File: src/rtl/pipeline_hazard_controller_if.sv
// Hazard-controller bundle: pipeline hazard inputs, stall/flush controls, status and counters.
interface pipeline_hazard_controller_if;
  logic [4:0]  id_rs1;
  logic [4:0]  id_rs2;
  logic [4:0]  id_ex_rd;
  logic        id_ex_MemRead;
  logic        ex_branch_taken;
  logic        mem_access;
  logic        mem_ready;
  logic        pc_write;
  logic        if_id_write;
  logic        if_id_flush;
  logic        id_ex_flush;
  logic        pipe_freeze;
  logic        mem_error;
  logic [1:0]  state;
  logic [31:0] stall_cycles;
  logic [15:0] flush_count;

  modport master (
    output id_rs1, id_rs2, id_ex_rd, id_ex_MemRead, ex_branch_taken, mem_access, mem_ready,
    input  pc_write, if_id_write, if_id_flush, id_ex_flush, pipe_freeze, mem_error, state,
           stall_cycles, flush_count
  );

  modport slave (
    input  id_rs1, id_rs2, id_ex_rd, id_ex_MemRead, ex_branch_taken, mem_access, mem_ready,
    output pc_write, if_id_write, if_id_flush, id_ex_flush, pipe_freeze, mem_error, state,
           stall_cycles, flush_count
  );
endinterface

File: src/rtl/pipeline_hazard_controller.sv
// Pipeline hazard controller: load-use stalls, taken-branch flushes and memory-wait freezes
// with a timeout abort, plus saturating stall/flush statistics.
module pipeline_hazard_controller #(
  parameter int unsigned MEM_TIMEOUT = 16
) (
  input logic                         clk,
  input logic                         reset,
  pipeline_hazard_controller_if.slave bus
);

  typedef enum logic [1:0] {
    StRun       = 2'd0,
    StLoadStall = 2'd1,
    StFlush     = 2'd2,
    StMemWait   = 2'd3
  } state_e;

  localparam logic [7:0] TimeoutVal = 8'(MEM_TIMEOUT);

  state_e      state_q, state_d;
  logic [7:0]  wait_q, wait_d;
  logic        mem_error_q;
  logic [31:0] stall_q;
  logic [15:0] flush_q;

  logic load_use, mem_stall;
  logic err_set, flush_inc;
  logic pc_write, if_id_write, if_id_flush, id_ex_flush, pipe_freeze;

  assign load_use = bus.id_ex_MemRead && (bus.id_ex_rd != 5'd0) &&
                    ((bus.id_ex_rd == bus.id_rs1) || (bus.id_ex_rd == bus.id_rs2));
  assign mem_stall = bus.mem_access && !bus.mem_ready;

  always_comb begin
    pc_write    = 1'b1;
    if_id_write = 1'b1;
    if_id_flush = 1'b0;
    id_ex_flush = 1'b0;
    pipe_freeze = 1'b0;
    state_d     = state_q;
    wait_d      = wait_q;
    err_set     = 1'b0;
    flush_inc   = 1'b0;
    if (reset) begin
      pc_write    = 1'b0;
      if_id_write = 1'b0;
      if_id_flush = 1'b1;
      id_ex_flush = 1'b1;
    end else if (state_q == StMemWait) begin
      if (bus.mem_ready) begin
        state_d = StRun;
        wait_d  = 8'd0;
      end else if (wait_q >= TimeoutVal) begin
        // Abort the access: release the pipeline and latch the error.
        err_set = 1'b1;
        state_d = StRun;
        wait_d  = 8'd0;
      end else begin
        pc_write    = 1'b0;
        if_id_write = 1'b0;
        pipe_freeze = 1'b1;
        wait_d      = wait_q + 8'd1;
      end
    end else if (mem_stall) begin
      pc_write    = 1'b0;
      if_id_write = 1'b0;
      pipe_freeze = 1'b1;
      state_d     = StMemWait;
      wait_d      = 8'd1;
    end else if (state_q == StFlush) begin
      // IF/ID holds a NOP, so branch and load-use hazards are stale here.
      state_d = StRun;
    end else if (bus.ex_branch_taken) begin
      if_id_flush = 1'b1;
      id_ex_flush = 1'b1;
      flush_inc   = 1'b1;
      state_d     = StFlush;
    end else if (load_use) begin
      pc_write    = 1'b0;
      if_id_write = 1'b0;
      id_ex_flush = 1'b1;
      state_d     = StLoadStall;
    end else begin
      state_d = StRun;
    end
  end

  always_ff @(posedge clk or posedge reset) begin
    if (reset) begin
      state_q     <= StRun;
      wait_q      <= 8'd0;
      mem_error_q <= 1'b0;
      stall_q     <= 32'd0;
      flush_q     <= 16'd0;
    end else begin
      state_q <= state_d;
      wait_q  <= wait_d;
      if (err_set) begin
        mem_error_q <= 1'b1;
      end
      if (!pc_write && (stall_q != 32'hFFFF_FFFF)) begin
        stall_q <= stall_q + 32'd1;
      end
      if (flush_inc && (flush_q != 16'hFFFF)) begin
        flush_q <= flush_q + 16'd1;
      end
    end
  end

  assign bus.pc_write     = pc_write;
  assign bus.if_id_write  = if_id_write;
  assign bus.if_id_flush  = if_id_flush;
  assign bus.id_ex_flush  = id_ex_flush;
  assign bus.pipe_freeze  = pipe_freeze;
  assign bus.mem_error    = mem_error_q;
  assign bus.state        = state_q;
  assign bus.stall_cycles = stall_q;
  assign bus.flush_count  = flush_q;

endmodule

File: src/flat_wrapper.sv
// flat-port wrapper written by rule: the top's interface ports become plain ports
module pipeline_hazard_controller_flat 
#(
  parameter int unsigned MEM_TIMEOUT = 16
)
  (clk, reset, bus_id_rs1, bus_id_rs2, bus_id_ex_rd, bus_id_ex_MemRead, bus_ex_branch_taken, bus_mem_access, bus_mem_ready, bus_pc_write, bus_if_id_write, bus_if_id_flush, bus_id_ex_flush, bus_pipe_freeze, bus_mem_error, bus_state, bus_stall_cycles, bus_flush_count);
  pipeline_hazard_controller_if bus_i ();
  input logic clk;
  input logic reset;
  input wire logic [$bits(bus_i.id_rs1)-1:0] bus_id_rs1;
  input wire logic [$bits(bus_i.id_rs2)-1:0] bus_id_rs2;
  input wire logic [$bits(bus_i.id_ex_rd)-1:0] bus_id_ex_rd;
  input wire logic [$bits(bus_i.id_ex_MemRead)-1:0] bus_id_ex_MemRead;
  input wire logic [$bits(bus_i.ex_branch_taken)-1:0] bus_ex_branch_taken;
  input wire logic [$bits(bus_i.mem_access)-1:0] bus_mem_access;
  input wire logic [$bits(bus_i.mem_ready)-1:0] bus_mem_ready;
  output wire logic [$bits(bus_i.pc_write)-1:0] bus_pc_write;
  output wire logic [$bits(bus_i.if_id_write)-1:0] bus_if_id_write;
  output wire logic [$bits(bus_i.if_id_flush)-1:0] bus_if_id_flush;
  output wire logic [$bits(bus_i.id_ex_flush)-1:0] bus_id_ex_flush;
  output wire logic [$bits(bus_i.pipe_freeze)-1:0] bus_pipe_freeze;
  output wire logic [$bits(bus_i.mem_error)-1:0] bus_mem_error;
  output wire logic [$bits(bus_i.state)-1:0] bus_state;
  output wire logic [$bits(bus_i.stall_cycles)-1:0] bus_stall_cycles;
  output wire logic [$bits(bus_i.flush_count)-1:0] bus_flush_count;
  assign bus_i.id_rs1 = bus_id_rs1;
  assign bus_i.id_rs2 = bus_id_rs2;
  assign bus_i.id_ex_rd = bus_id_ex_rd;
  assign bus_i.id_ex_MemRead = bus_id_ex_MemRead;
  assign bus_i.ex_branch_taken = bus_ex_branch_taken;
  assign bus_i.mem_access = bus_mem_access;
  assign bus_i.mem_ready = bus_mem_ready;
  assign bus_pc_write = bus_i.pc_write;
  assign bus_if_id_write = bus_i.if_id_write;
  assign bus_if_id_flush = bus_i.if_id_flush;
  assign bus_id_ex_flush = bus_i.id_ex_flush;
  assign bus_pipe_freeze = bus_i.pipe_freeze;
  assign bus_mem_error = bus_i.mem_error;
  assign bus_state = bus_i.state;
  assign bus_stall_cycles = bus_i.stall_cycles;
  assign bus_flush_count = bus_i.flush_count;
  pipeline_hazard_controller #(.MEM_TIMEOUT(MEM_TIMEOUT)) u_core (.clk(clk), .reset(reset), .bus(bus_i));
endmodule
File: config.mk
export PLATFORM = sky130hd
export DESIGN_NAME = pipeline_hazard_controller_flat
export DESIGN_NICKNAME = d
export VERILOG_FILES = /design/src/rtl/pipeline_hazard_controller_if.sv /design/src/rtl/pipeline_hazard_controller.sv /design/src/flat_wrapper.sv
export SDC_FILE = /design/constraint.sdc
export NUM_CORES = 1
export LEC_CHECK = 0
export CAP_MARGIN = 20
export CORE_ASPECT_RATIO = 1.1
export CORE_MARGIN = 8
export CORE_UTILIZATION = 31
export CTS_CLUSTER_SIZE = 25
export DETAILED_ROUTE_END_ITERATION = 8
export PLACE_DENSITY = 0.64
export SLEW_MARGIN = 20
export SYNTH_ARGS = -nofsm -noshare
export SYNTH_HDL_FRONTEND = slang
export SYNTH_SLANG_ARGS = --single-unit
export TNS_END_PERCENT = 50
File: constraint.sdc
create_clock -name clk -period 6.4 [get_ports clk]
set_input_delay 0.96 -clock clk [delete_from_list [all_inputs] [get_ports clk]]
set_output_delay 0.96 -clock clk [all_outputs]
set_load 0.01 [all_outputs]
==> results.toml, run 1 <==
[timing]
fin_crit_ns = 4.08
relSlewSlack = 0.357
finalSetupTns_ns = 0
drv_slew = 0
final_hold_viol_count = 0
rsz0062_at_grt = "no"
clock_skew_ns = 0.00575
worst_pin_slew_ns = 0.959
fmax_mhz = 245
setup_viol = 0
timing.final.crit_share = 0.638

[floorplan]
die_area_sq_mm = 0.0137
die_y_microns = 122
core_area_sq_mm = 0.00989
rows = 38
die_w_microns = 112
start_util = 0.319
io_pins = 77

[routing]
vias = 2423
drt_iter0_drc = 59
wire_per_inst_microns = 15.1
wirelength_microns = 7540
via_per_inst = 4.86
antenna_left = 0
drc = 0
dr.pass1.iters = 4

[setup_path]
cp.buffers_inverters = 2
crit_path_max_fanout = 3
cp.required_ns = 5.44
reg2reg_slack_ns = 3.92
crit_path_max_incr_delay_ns = 0.63
crit_type = "primary input to output port"
cpLargestDelayFamily = "buffers and inverters"
cp-start-kind = "primary input"
crit_chain = "clkdlybuf4s50_1 > or4_1 > o21ai_2 > o21ai_2 > o21ai_0 > clkdlybuf4s50_1"
cp.arrival_ns = 3.12
worstSetupEndpointType = "output port"
cp_slowest_cell = "clkdlybuf4s50_1"

[yosys]
ys_async_sr_fraction = 1.00
synth_area_leaders = "dfrtp_1 (47%), xnor2_1 (8.6%), xor2_1 (6.9%)"
yosysTopAreaCell = "dfrtp_1"
syn_inst = 291
ys_seq_elements = 59
synth_nets = 316
postSynthAreaPerCell_sq_um = 10.9
ys.flop_type = "dfrtp_1"
synth_area_sq_mm = 0.00316
synth_cell_types = 52
netlist.area_leader.share = 0.467
yosys_warnings = 0
ys_seq_area_frac = 0.467
synth_edf_count = 0

[clock_network]
clk_latency_ns = 0.33
post_cts_resize_count = 0
clkTransAtPathRegs_ns = 0.06
cts_sinks = 59
cts_buffers = 9
cts-htree-levels = 3
clockBufferDepth = 2
holdBufCountCts = 0
root_buffer = "clkbuf_8"
cts_tree = "done"
post-cts-setup-buffers = 0

[min_path]
hold_class = "register to register"

[job]
cap_viol_max_count = 0

[global_route]
grt_pass1_vias = 2469
grt_pass1_wl_microns = 12500
grt_max_degree = 62
grt_remaining_overflow = 0
grt_usage = 0.114
antenna_found_initial = 0

[pwr]
p_per_area_mw_per_mm2 = 236
p_leak_nw = 1.80
power_mw = 0.994
ir_drop_mv = 0.184

[placed_design]
io_buffers = 76
dp_hpwl_microns = 5630
place_congestion = 0.762

[finish]
areaGrowthSynthToFinish_pct = 33.5
fill_cells = 976
regArea_sq_mm = 0.00148
mostFrequentLayoutCells = "clkdlybuf4s50_1 (76), dfrtp_1 (59), xnor2_1 (31)"
mostFrequentLayoutCell = "clkdlybuf4s50_1"
fin_nets = 400
multi_input_area_sq_mm = 0.00159
n_antenna_cell = 0
layout-drive-gt1-share = 0.145

[run_status]
outcome = "complete, no violations"
-- state kept, by name, summed over array words and instances (netlist names) --
name	flops
u_core.bus.state	2
u_core.bus.stall_cycles	32
u_core.bus.mem_error	1
u_core.wait_q	8
u_core.bus.flush_count	16
-- synthesized netlist by cell type, types with 5 or more instances --
master	instances
nand3_1	20
o21ai_0	7
xnor2_1	31
nor2_1	21
nor3_1	5
nor3_2	12
nand4_1	9
xor2_1	25
nor4_2	5
inv_1	15
dfrtp_1	59
nand2_1	25
-- logic make-up after synthesis --
| kind of cell | synth area share |
|---|---|
| simple gates | 0.258 |
| mux | 0.0103 |
| fa+ha+maj | 0.0158 |
| buf+inv | 0.0301 |
| xor+xnor | 0.155 |
| flops | 0.467 |
| compound gates | 0.0634 |
-- final timing paths --
path,to,cells past startpoint,start
max in group asynchronous,u_core.bus.stall_cycles[23],3,reset
max reg2reg,u_core.bus.stall_cycles[1],6,u_core.bus.stall_cycles[0]
min,u_core.bus.mem_error,2,u_core.bus.mem_error
max,bus_if_id_write,6,bus_id_ex_rd[0]
min in group asynchronous,u_core.wait_q[5],3,reset
min reg2reg,u_core.bus.mem_error,2,u_core.bus.mem_error
-- through the flow --
step | setup slack [ns] | instance area [sq um] | std cells | utilization | hold slack, ns
after detailed placement | 2.32 | 4040 | 484 | 0.408 | 0.466
after floorplan | 2.20 | 3160 | 291 | - | 0.473
after CTS | 2.32 | 4220 | 499 | 0.426 | 0.482
after global routing | 2.24 | 4220 | 499 | 0.426 | 0.491
final | 2.32 | 4220 | 499 | 0.426 | 0.473
after global placement | 2.34 | 4040 | 484 | 0.408 | 0.459
-- power breakdown --
| group | leakage [nW] | switching [mW] | internal, mW |
|---|---|---|---|
| combinational | 0.949 | 0.103 | 0.118 |
| sequential | 0.754 | 0.0551 | 0.409 |
| clock | 0.0953 | 0.140 | 0.169 |
-- cell type report --
class,count,area share
Tap cell,120,0.0356
Clock inverter,2,0.00237
Multi-Input combinational cell,213,0.376
Sequential cell,59,0.350
Inverter,15,0.0133
Timing Repair Buffer,77,0.182
Clock buffer,13,0.0400
-- routing by layer --
| layer | track usage | up-vias | share of wire |
|---|---|---|---|
| met5 | 0 | - | 0 |
| met4 | 0.0397 | 0 | 0.015 |
| met3 | 0.0436 | 10 | 0.061 |
| met2 | 0.198 | 51 | 0.50 |
| met1 | 0.127 | 1193 | 0.43 |
| li1 | - | 1169 | - |
-- tightest hold or removal path: cells and delay by family (launching register included) --
kind,cells,cell delay [ns]
AO/OA/AOI/OAI,1,0.05
buffers and inverters,1,0.04
flip-flops,1,0.35
Note: power is estimated with default switching activity, not from simulation.
==> inputs of run 2 (changes only) <==
==> constraint.sdc (replaced) <==
create_clock -name clk -period 4.05 [get_ports clk]
set_input_delay 0.6075 -clock clk [delete_from_list [all_inputs] [get_ports clk]]
set_output_delay 0.6075 -clock clk [all_outputs]
set_load 0.01 [all_outputs]
==> results.toml, run 2 (same netlist as run 1, synthesis figures left out) <==
[pwr]
pwr-share-clk = 0.366
p_switching_mw = 0.495
ir_drop_mv = 0.298
seqPwrFrac = 0.430
p_per_area_mw_per_mm2 = 400
p_leak_nw = 1.81
intPower_mw = 1.21
share_comb_of_total_power = 0.204
p_sw_frac = 0.290

[setup_path]
cp-start-kind = "primary input"
cp.required_ns = 3.44
cp_slowest_cell = "clkdlybuf4s50_1"
crit_path_max_fanout = 3
worstSetupEndpointType = "output port"
cp.buffers_inverters = 2
crit_type = "primary input to output port"
crit_chain = "clkdlybuf4s50_1 > or4_1 > o21ai_2 > o21ai_2 > o21ai_0 > clkdlybuf4s50_1"
cpLargestDelayFamily = "buffers and inverters"
cp.arrival_ns = 2.82
reg2reg_slack_ns = 1.57
crit_path_max_incr_delay_ns = 0.64

[job]
cap_viol_max_count = 0

[clock_network]
clockBufferDepth = 2
clk_latency_ns = 0.34
holdBufCountCts = 0
cts_sinks = 59
post-cts-setup-buffers = 0
post_cts_resize_count = 0
cts_tree = "done"
cts_buffers = 9
cts-htree-levels = 3
clkTransAtPathRegs_ns = 0.07
root_buffer = "clkbuf_8"

[floorplan]
die_y_microns = 122
rows = 38
die_area_sq_mm = 0.0137
io_pins = 77
core_area_sq_mm = 0.00989
die_w_microns = 112
start_util = 0.319

[global_route]
grt_pass1_wl_microns = 12800
grt_usage = 0.117
grt_max_degree = 62
grt_remaining_overflow = 0
grt_pass1_vias = 2466
antenna_found_initial = 0

[finish]
layout-drive-gt1-share = 0.147
n_antenna_cell = 0
largest_reg_flops = 32
mostFrequentLayoutCell = "clkdlybuf4s50_1"
fin_nets = 400
final_util = 0.431
mostFrequentLayoutCells = "clkdlybuf4s50_1 (76), dfrtp_1 (59), xnor2_1 (31)"
design_area_sq_mm = 0.00427
areaGrowthSynthToFinish_pct = 35.0

[routing]
drc = 0
wire_per_inst_microns = 15.4
antenna_left = 0
vias = 2405
dr.pass1.iters = 4
wirelength_microns = 7700
via_per_inst = 4.81
drt_iter0_drc = 93

[placed_design]
dp_slack_ns = 0.641
io_buffers = 76
dp_hpwl_microns = 5660
place_congestion = 0.764
placed_cell_area_sq_mm = 0.00404

[timing]
fmax_mhz = 292
fin_crit_ns = 3.43
relSlewSlack = 0.357
worst_pin_slew_ns = 0.960
finalSetupTns_ns = 0
drv_slew = 0
rsz0062_at_grt = "no"
clock_skew_ns = 0.00854
setup_viol = 0
layout_setup_ws_ns = 0.621
timing.final.crit_share = 0.847
final_hold_viol_count = 0

[run_status]
outcome = "complete, no violations"

[min_path]
hold_class = "register to register"
-- run 2: cell types whose count changed in the layout (fill, tap and decap cells not counted), sizes merged --
| cell | previous run | this run |
|---|---|---|
| clkbuf | 13 | 12 |
| clkinvlp | 0 | 1 |
| clkinv | 2 | 1 |
| bufinv | 0 | 2 |
-- run 2: routing by layer --
metal  global-route usage  up-vias  wire, microns
met1                0.132     1170           3340
li1                     -     1174              -
met4               0.0422        0            131
met5                    0        -              0
met2                0.201       49           3820
met3               0.0411       12            402
-- run 2: worst paths after layout --
path / startpoint / end / cells past startpoint
min in group asynchronous: reset / u_core.bus.stall_cycles[25] / 3
max in group asynchronous: reset / u_core.bus.stall_cycles[12] / 3
setup / recovery: bus_id_ex_rd[0] / bus_if_id_write / 6
hold reg to reg: u_core.bus.mem_error / u_core.bus.mem_error / 2
setup reg to reg: u_core.bus.stall_cycles[0] / u_core.bus.stall_cycles[1] / 6
hold / removal: u_core.bus.mem_error / u_core.bus.mem_error / 2
-- run 2: worst min-delay path: stages (launching register included) --
cell and delay, ns:
dfrtp_1 0.35, inv_1 0.04, o41ai_1 0.05
-- run 2: stage by stage --
step | hold WS [ns] | power, mW | cells
finish | 0.474 | 1.71 | 500
CTS | 0.483 | 1.73 | 500
floorplan | 0.473 | 0.914 | 291
global route | 0.492 | 1.79 | 500
detailed placement | 0.466 | 1.09 | 484
global placement | 0.459 | 1.09 | 484
-- run 2: cell type report --
cell class              count  area (sq um)
well taps                 120           150
repair buffers             77           768
fillers                   965          5620
multi-input cells         213          1590
clock buffers              12           155
inverters                  15          56.3
clock inverters             4          72.6
flip-flops and latches     59          1480
-- run 2: power groups by stage --
stage                     logic [mW]  clock network (mW)  registers (mW)
after floorplan                0.162                   0           0.752
after global placement         0.345                   0           0.740
after detailed placement       0.351                   0           0.743
after CTS                      0.354               0.640           0.733
after global routing           0.378               0.664           0.746
final                          0.349               0.624           0.734
